===== config.mk =====
export PLATFORM = sky130hd
export DESIGN_NAME = bus_rv32_arbiter
export DESIGN_NICKNAME = d
export VERILOG_FILES = /design/src/rtl/bus_rv32_arbiter.sv
export SDC_FILE = /design/constraint.sdc
export NUM_CORES = 1
export LEC_CHECK = 0
export ABC_CLOCK_PERIOD_IN_PS = 1800
export BUFFER_PORTS_ARGS = -buffer_cell sky130_fd_sc_hd__buf_2
export CAP_MARGIN = 20
export CELL_PAD_IN_SITES_DETAIL_PLACEMENT = 1
export CELL_PAD_IN_SITES_GLOBAL_PLACEMENT = 2
export CORE_UTILIZATION = 25
export DETAILED_ROUTE_END_ITERATION = 12
export PLACE_DENSITY = 0.85
export RECOVER_POWER = 25
export SYNTH_ARGS = -nofsm -noshare
export SYNTH_HDL_FRONTEND = slang
export SYNTH_SLANG_ARGS = --single-unit

===== constraint.sdc =====
create_clock -name clk_i -period 1.8 [get_ports clk_i]
set_input_delay 0.27 -clock clk_i [delete_from_list [all_inputs] [get_ports clk_i]]
set_output_delay 0.27 -clock clk_i [all_outputs]
set_load 0.02 [all_outputs]

===== src/rtl/bus_rv32_arbiter.sv =====
// Two-master round-robin arbiter for the rv32 peripheral bus with fixed read latency.
// Optional BUS_RV32_ARB_LOCK_EN adds m_lock_i so a locked owner keeps the bus.
module bus_rv32_arbiter #(
    parameter int ADDR_W       = 32,
    parameter int DATA_W       = 32,
    parameter int READ_LATENCY = 1
) (
    input  logic                clk_i,
    input  logic                reset_n_i,
    input  logic [1:0]          m_req_i,
    input  logic [1:0]          m_we_i,
    input  logic [2*ADDR_W-1:0] m_addr_i,
    input  logic [2*DATA_W-1:0] m_wdata_i,
`ifdef BUS_RV32_ARB_LOCK_EN
    input  logic [1:0]          m_lock_i,
`endif
    output logic [1:0]          m_gnt_o,
    output logic [1:0]          m_rvalid_o,
    output logic [DATA_W-1:0]   m_rdata_o,
    output logic [ADDR_W-1:0]   address_o,
    output logic                we_o,
    output logic [DATA_W-1:0]   data_o,
    input  logic [DATA_W-1:0]   data_i,
    output logic                busy_o
);

    typedef enum logic [1:0] {S_IDLE, S_ACCESS, S_WAIT, S_RESP} state_t;

    localparam logic [2:0] LAT_LOAD = 3'(READ_LATENCY - 1);

    state_t     state, state_nxt;
    logic [2:0] cnt;
    logic       last_grant;
    logic       locked;
    logic       win;

    always_ff @(posedge clk_i or negedge reset_n_i) begin
        if (!reset_n_i) state <= S_IDLE;
        else            state <= state_nxt;
    end

    always_comb begin
        state_nxt = state;
        case (state)
            S_IDLE:   if (|m_req_i) state_nxt = S_ACCESS;
            S_ACCESS: begin
                if (we_o)                   state_nxt = S_IDLE;
                else if (READ_LATENCY == 1) state_nxt = S_RESP;
                else                        state_nxt = S_WAIT;
            end
            S_WAIT:   if (cnt == 3'd1) state_nxt = S_RESP;
            S_RESP:   state_nxt = S_IDLE;
            default:  state_nxt = S_IDLE;
        endcase
    end

    // Winner selection: a locked owner that is still requesting beats round-robin.
    always_comb begin
        busy_o = (state != S_IDLE);
`ifdef BUS_RV32_ARB_LOCK_EN
        locked = m_lock_i[last_grant] & m_req_i[last_grant];
`else
        locked = 1'b0;
`endif
        if (locked)        win = last_grant;
        else if (&m_req_i) win = ~last_grant;
        else               win = m_req_i[1];
    end

    always_ff @(posedge clk_i or negedge reset_n_i) begin
        if (!reset_n_i) begin
            m_gnt_o    <= '0;
            m_rvalid_o <= '0;
            m_rdata_o  <= '0;
            address_o  <= '0;
            we_o       <= 1'b0;
            data_o     <= '0;
            cnt        <= '0;
            last_grant <= 1'b1;
        end else begin
            m_gnt_o    <= '0;
            m_rvalid_o <= '0;
            case (state)
                S_IDLE: if (|m_req_i) begin
                    m_gnt_o    <= win ? 2'b10 : 2'b01;
                    last_grant <= win;
                    we_o       <= m_we_i[win];
                    address_o  <= win ? m_addr_i[2*ADDR_W-1:ADDR_W]  : m_addr_i[ADDR_W-1:0];
                    data_o     <= win ? m_wdata_i[2*DATA_W-1:DATA_W] : m_wdata_i[DATA_W-1:0];
                end
                S_ACCESS: begin
                    we_o <= 1'b0;
                    cnt  <= LAT_LOAD;
                end
                S_WAIT:   cnt <= cnt - 3'd1;
                // rdata and rvalid become visible together in the following IDLE cycle.
                S_RESP: begin
                    m_rdata_o  <= data_i;
                    m_rvalid_o <= last_grant ? 2'b10 : 2'b01;
                end
                default: ;
            endcase
        end
    end

endmodule


### After elaboration in Yosys (flattened, before gate mapping)

Index checks and enable logic that the tools add are counted.

* logic and storage cells: 44
* register bits: 107

* mux-type cells: 17
* equal/unequal tests: 6
* add/subtract/negate cells: 1
* magnitude comparators: 1
* reduce and logical (&&, ||, !) cells: 9
* bitwise gates (word level): 1

Operators by type and width (count)
* 32-bit 2-to-1 mux: 2
* 2-bit 2-to-1 mux: 8
* 2-bit case mux with 4 select lines: 1
* 2-bit AND reduction: 4
* 3-bit case mux with 2 select lines: 1
* 2-bit nonzero test: 3
* 2-bit equality test (second input constant): 2
* 1-bit 2-to-1 mux: 4
* 2-bit inequality test (second input constant): 2
* 3-bit by 1-bit equality test with 1-bit output (second input constant): 1
* 3-bit by 1-bit subtractor with 3-bit output (second input constant): 1
* 2-bit by 1-bit equality test with 1-bit output (second input constant): 1
* 2-bit zero test: 1
* 1-bit by 2-bit < comparator with 1-bit output (second input constant): 1
* 1-bit case mux with 2 select lines: 1
* 2-bit OR reduction: 1
* 1-bit inverter: 1

### Depth between registers and ports, before layout

Gate-level depths: netlist of run 1.

* depth in word-level cells: 6
* depth in mapped cells: 6

### Worst setup path before layout of run 1

OpenSTA, ideal clock, no wires.

* path kind: register to register
* from: register state[0]
* to: register address_o[27]
* path slack: 0.194 ns
* buffers on the path: 1
* cell stages (with the launch flop): 7
* arrival time: 1.480 ns
* clock period less this slack: 1.606 ns
* setup time: 0.126 ns
* path through: dfrtp_1 inv_1 ha_1 o21ai_2 clkbuf_1 and2_0 a221o_1

* cells in the longest elaborated chain, start to end: 2

Ends and longest elaborated chain
* from (decl): line 31 `state_t state, state_nxt;`
* from (signal assigned): line 39 `else state <= state_nxt;`
* 2-bit zero test: line 83 `case (state)`
* 2-bit AND reduction (no source line)
* to (signal assigned): line 88 `address_o <= win ? m_addr_i[2*ADDR_W-1:ADDR_W] : m_addr_i[ADDR_W-1:0];`
* to (decl): line 20 `output logic [ADDR_W-1:0] address_o,`

Every way passes these cells.
A chain may end at the register's enable or synchronous reset.

### Final worst setup path of run 1

* from: register state[0]
* to: register state[1]

* cells in the longest elaborated chain, start to end: 3
* elaborated cells between the ends (all ways): 8
* classes of those cells: eq/ne (5); mux (1); reduce/logical (2)

Ends and longest elaborated chain
* 2-bit equality test or 2-bit zero test (tied branches): line 44 `case (state)`
* 2-bit inequality test (no source line)
* 2-bit AND reduction (no source line)

Several ways; a longest one is shown, not always the timed one.

==> reports/metrics.csv, run 1 <==
metric;value;unit
status;completed;
synth.distinct_cells;32;
grt_max_degree;53;
routed_wl;15.3;mm
chipHeight;137;um
finalClockSkew;13.2;ps
initial_core_util;25.5;%
clk_latency;360;ps
synth-seq-cells;107;
core_area;18000;um^2
place_congestion;0.780;
fin_crit;1770;ps
cp_slowest_cell;a221oi_1;
yosysWarnings;0;
die_w;137;um
post_drt_wl_per_cell;18.2;um
synthCells;336;
cap_viol_max_count;0;
dpl.hpwl;11.6;mm
grt_usage;15.8;%
holdCritStartpoint;data_i[0];
fmax;565;MHz
cts_buffers;9;
peakVddDrop;0.550;mV
cts_tree;yes;
grt_remaining_overflow;0;
ios;268;
fin_setup_tns;0;ps
grt_antenna_before_repair;2;
cp_slowest_stage_delay;460;ps
synthFlopType;dfrtp_1;
cts.reportedPaths.clkPinSlew;80;ps
die-area;18900;um^2
synth_edf_count;0;
route.met2.wl;8.05;mm
totalPowerFinal;12.3;mW
finalMaxSlewViolations;0;
setup_violations;0;
viasPerCell;4.65;
drt_drc_violations_left;0;
htreeDepth;3;
relSlewSlack;53.9;%
start_kind;register;
p_leak;3.31;nW
nets;776;
critPathRequiredTime;2030;ps
ys_seq_area_share;58.4;%
port_buffers;267;
antenna_left;0;
vias;3901;
maxUsedRoutingLayer;met4;
first_pass_iters;4;
rr_startpoint;state[0];
worst-setup-path-type;reg2reg;
powerDensity;1890;nW/um^2
cts_root_buffer;clkbuf_16;
detail_route.iter0.violations;153;
hp-class;in2reg;
clockBufferDepth;2;
crit_path_end_kind;register;
wl_met3;945;um
synthArstFlopShare;100;%
crit_chain;inv_1, ha_1, a221oi_1, mux2_1;
tightest_slew;692;ps
area_delta_synth_final;42.3;%
synthesis.area;4590;um^2
wl_met1;5.82;mm
grt_pass1_vias;4160;
layout-drive-gt1-share;53.9;%
syn_nets;509;
crit_fanout;5;
syn_avg_cell_area;13.6;um^2
startpoint;state[0];
hold_viol;0;
cts.sinks;107;
arrival;2000;ps
min_period_over_period;98.3;%
rows;49;
grt_pass1_wl;22.6;mm
## flip-flops by register name, indices dropped and copies added, names as in the netlist
signal / count
state: 2
we_o: 1
data_o: 32
m_rvalid_o: 2
last_grant: 1
address_o: 32
m_rdata_o: 32
cnt: 3
m_gnt_o: 2
## critical path: cells and delay by family (launching register included)
family,cells,cell delay (ps)
buf+inv,1,140
mux,1,370
flops,1,390
compound gates,1,460
fa+ha+maj,1,300
## area by class of cell
cell class / count / area, um^2
diodes: 2 / 5.00
clock inverters: 6 / 68.8
inverters: 7 / 26.3
flip-flops and latches: 107 / 2680
well taps: 229 / 287
repair buffers: 280 / 1500
clock buffers: 10 / 229
fillers: 2051 / 11400
multi-input cells: 198 / 1730
## cell usage after synthesis, types with 3 or more instances
master | number | area share [%]
mux2i_1 | 5 | 1.1
inv_1 | 6 | 0.49
mux2_1 | 5 | 1.2
nor2_1 | 3 | 0.25
buf_2 | 9 | 0.98
nand2_1 | 5 | 0.41
mux2_2 | 28 | 6.9
o21ai_1 | 3 | 0.33
buf_8 | 6 | 2.0
clkbuf_1 | 8 | 0.65
and2_0 | 4 | 0.55
ha_1 | 7 | 1.9
and2_1 | 58 | 7.9
nand2b_1 | 3 | 0.41
dfrtp_1 | 106 | 58
a221o_1 | 62 | 14
## metal layers
metal	up-vias	track usage (%)
met4	0	7.81
met5	-	0
met3	32	3.83
met1	1942	18.0
li1	1776	-
met2	151	27.4
## where the power goes
group | total (mW) | switching (mW) | internal [mW]
clock network | 2.03 | 0.932 | 1.09
registers | 4.18 | 0.591 | 3.59
logic | 6.13 | 3.46 | 2.67
total | 12.3 | 4.98 | 7.35
## what timing repair did
item,CTS,global route
setup endpoints to repair,3,14
gates cloned,0,0
setup buffers,0,0
resized for setup,1,1
hold buffers,1,0
endpoints found under the hold margin,23,0
## layout by cell type (no fill, tap or decap), types with 2 or more instances in the layout
| master | synthesis | final |
|---|---|---|
| dfrtp_1 | 106 | 106 |
| a221o_1 | 62 | 62 |
| nand2b_1 | 3 | 3 |
| nor2b_1 | 2 | 2 |
| o21ai_1 | 3 | 3 |
| clkbuf_16 | 0 | 9 |
| buf_12 | 0 | 5 |
| diode_2 | 0 | 2 |
| and2_0 | 4 | 4 |
| mux2_2 | 28 | 28 |
| and2_1 | 58 | 58 |
| buf_4 | 0 | 6 |
| nand2_1 | 5 | 5 |
| inv_1 | 6 | 6 |
| o21ai_0 | 2 | 2 |
| inv_6 | 0 | 3 |
| ha_1 | 7 | 6 |
| buf_2 | 9 | 266 |
| nor2_1 | 3 | 3 |
| mux2i_1 | 5 | 5 |
| mux2_1 | 5 | 5 |
## stage by stage
step	util (%)	hold WS [ps]	setup WS (ps)	instance area, um^2	cells
6_report	36.3	134	30.0	6530	839
5_1_grt	36.3	126	-46.0	6520	837
4_1_cts	36.4	123	31.0	6540	837
3_5_place_dp	34.7	227	10.1	6230	820
3_3_place_gp	34.7	220	106	6230	820
2_1_floorplan	-	-25.6	194	4590	336
## kinds of logic after synthesis
logic type	after synthesis	synth area share, %
flip-flops	107	58.4
AND/OR/NAND/NOR	78	10.5
multiplexers	38	9.19
adder cells (fa/ha/maj)	7	1.91
buffers and inverters	31	4.42
AO/OA/AOI/OAI	75	15.6
## path summary, 6_finish.rpt
path	to	slack, ps	depth (start not counted)
max	state[1]	30	4
min	m_rdata_o[0]	130	2
max reg2reg	state[1]	30	4
min reg2reg	address_o[28]	480	2
max in group asynchronous	address_o[16]	250	3
min in group asynchronous	m_rdata_o[13]	520	2
No activity file was read; power rests on OpenSTA's default activity.
==> inputs of run 2 (changes only) <==
- CORE_ASPECT_RATIO: not set -> 1.2
- REMOVE_ABC_BUFFERS: not set -> 1
==> run 2 against run 1 <==
The run now ends with design-rule violations left. Count of clock-buffer cells in the layout stayed put. Wire length is 5.9% lower. Worst setup slack worse by 2.7 ps. Clock power hardly changed. Core utilization is 0.39 points higher. First-iteration DRC count is 20% lower. Sequential share of layout area is 0.16 points higher. Final cell count is 1.5% lower. Combinational power is 2% lower. Via count hardly changed. Worst hold slack better by 11 ps. Non-clock buffer count is 2 lower.
==> reports/metrics.csv, run 2 (same netlist as run 1, synthesis figures left out) <==
metric;value;unit;change
powerDensity;1890;nW/um^2;about the same
diodes;0;;was 2
htreeDepth;3;;unchanged
dp_slack;-36.1;ps;was 10.1 ps
area_delta_synth_final;41.7;%;was 42.3%
p_switching;4.94;mW;was 4.98 mW
hp-class;in2reg;;unchanged
crit_path_end_kind;register;;unchanged
setup_ws;27.3;ps;was 30.0 ps
layout_common_cells;buf_2 (258), dfrtp_1 (106), a221o_1 (62);;was buf_2 (266), dfrtp_1 (106), a221o_1 (62)
grt_antenna_before_repair;0;;was 2
port_buffers;267;;unchanged
clkPwrFrac;16.7;%;was 16.4%
timing.hold.ws;145;ps;was 134 ps
reg2reg_depth;6;;was 4
startpoint;state[0];;unchanged
hold_viol;0;;unchanged
fillers;2034;;was 2051
cap_viol_max_count;0;;unchanged
tightest_slew;765;ps;was 692 ps
rsz0062_at_grt;true;;
cp_slowest_stage_delay;410;ps;was 460 ps
rows;53;;was 49
clockBufferDepth;2;;unchanged
p_seq_share;34.4;%;was 33.9%
nets;774;;was 776
fin_crit;1770;ps;about the same
crit_path_end;address_o[18];;was state[1]
status;finished with violations;;was completed
relSlewSlack;49.0;%;was 53.9%
cts.sinks;107;;unchanged
place_congestion;0.761;;was 0.780
grt_pass1_wl;22.2;mm;was 22.6 mm
peakVddDrop;0.696;mV;was 0.550 mV
crit_cells;6;;was 4
detail_route.iter0.violations;123;;was 153
critPathRequiredTime;2020;ps;was 2030 ps
post_drt_wl_per_cell;17.4;um;was 18.2 um
grt_pass1_vias;4295;;was 4160
die-area;18900;um^2;about the same
worst-path-buf-inv;2;;was 1
crit_fanout;25;;was 5
worst-setup-path-type;reg2reg;;unchanged
antenna_left;0;;unchanged
p_leak;3.27;nW;was 3.31 nW
first_pass_iters;8;;was 4
grt_max_degree;59;;was 53
place_area;6200;um^2;was 6230 um^2
die_w;126;um;was 137 um
cp_slowest_cell;dfrtp_1;;was a221oi_1
p_int;7.33;mW;was 7.35 mW
vias;3898;;was 3901
start_kind;register;;unchanged
clk_latency;350;ps;was 360 ps
mostFrequentLayoutCell;buf_2;;unchanged
routed_wl;14.4;mm;was 15.3 mm
crit_chain;inv_1, ha_2, o21ai_4, buf_4, and2_1, a221o_1;;was inv_1, ha_1, a221oi_1, mux2_1
final_area;6500;um^2;was 6530 um^2
finalClockSkew;6.96;ps;was 13.2 ps
ios;268;;unchanged
finalMaxSlewViolations;0;;unchanged
rr_startpoint;state[0];;unchanged
totalPowerFinal;12.3;mW;about the same
combPwrFrac;48.9;%;was 49.7%
drt_drc_violations_left;22;;was 0
rrSetupSlack;30;ps;about the same
cts_tree;yes;;unchanged
swShare;40.2;%;was 40.4%
cts_buffers;9;;unchanged
viasPerCell;4.72;;was 4.65
violations;design-rule violations;;
core_area;17700;um^2;was 18000 um^2
arrival;1990;ps;was 2000 ps
min_period_over_period;98.5;%;was 98.3%
layout-drive-gt1-share;52.5;%;was 53.9%
crit_family;flip-flops;;was compound AO/OA/AOI/OAI gates
grt_usage;15.3;%;was 15.8%
reg2reg_to;address_o[18];;was state[1]
cts_root_buffer;clkbuf_16;;unchanged
dpl.hpwl;11.3;mm;was 11.6 mm
cts.reportedPaths.clkPinSlew;80;ps;about the same
setup_violations;0;;unchanged
grt_remaining_overflow;0;;unchanged
chipHeight;150;um;was 137 um
initial_core_util;25.9;%;was 25.5%
fmax;564;MHz;was 565 MHz
top_regs;address_o (32), data_o (32), m_rdata_o (32);;unchanged
run 2: cell types whose count changed in the layout (fill, tap and decap cells not counted), sizes merged:
cell	change
buf	-10
clkbuf	+8
clkinv	+2
diode	-2
inv	-2
run 2: worst register-to-register path, stage by stage, from the launching register on:
cell and delay [ps]:
dfrtp_1 410, inv_1 170, ha_2 290, o21ai_4 90
buf_4 210, and2_1 200, a221o_1 270
run 2: timing repair:
action	in CTS	in global routing
hold endpoints to repair	25	0
gates resized for setup	1	0
setup endpoints to repair	26	26
hold buffers	1	0
setup buffers	0	0
run 2: worst min path at each step:
stage	from	to	slack, ps	cells after the start
5_1_grt	m_wdata_i[17]	data_o[17]	130	2
3_5_place_dp	reset_n_i	m_rdata_o[4]	240	1
6_report	m_wdata_i[61]	data_o[29]	150	2
3_3_place_gp	reset_n_i	m_rdata_o[13]	220	1
2_1_floorplan	reset_n_i	address_o[0]	-30	0
4_1_cts	m_wdata_i[42]	data_o[10]	120	2
run 2: power by group through the flow:
| stage | sequential (mW) | combinational, mW | clock, mW |
|---|---|---|---|
| after floorplan | 5.51 | 2.44 | 0 |
| after global placement | 4.19 | 5.86 | 0 |
| after detailed placement | 4.24 | 6.14 | 0 |
| after CTS | 4.25 | 6.13 | 2.14 |
| after global routing | 4.37 | 6.48 | 2.22 |
| final | 4.23 | 6.00 | 2.05 |
run 2: per-layer routing:
metal / up-vias / wire, um / GRT usage (%)
met5: - / 0 / 0
met4: 0 / 299 / 6.77
met3: 20 / 1340 / 4.66
met2: 216 / 7320 / 27.2
met1: 1887 / 5420 / 17.0
li1: 1775 / - / -
run 2: through the flow:
step	TNS [ps]	util (%)	std cells
floorplan	-42930	-	312
global placement	0	35.0	809
detailed placement	-496	35.0	809
CTS	0	36.9	826
global route	-640	36.7	826
finish	0	36.7	826
run 2: layout make-up:
cell class | count | area [um^2] | share of cell area [%]
inverter | 7 | 26.3 | 0.404
timing repair buffer | 278 | 1490 | 22.9
clock inverter | 6 | 72.6 | 1.12
sequential | 107 | 2680 | 41.2
multi-input combinational | 198 | 1720 | 26.5
clock buffer | 10 | 239 | 3.68
tap | 220 | 275 | 4.23
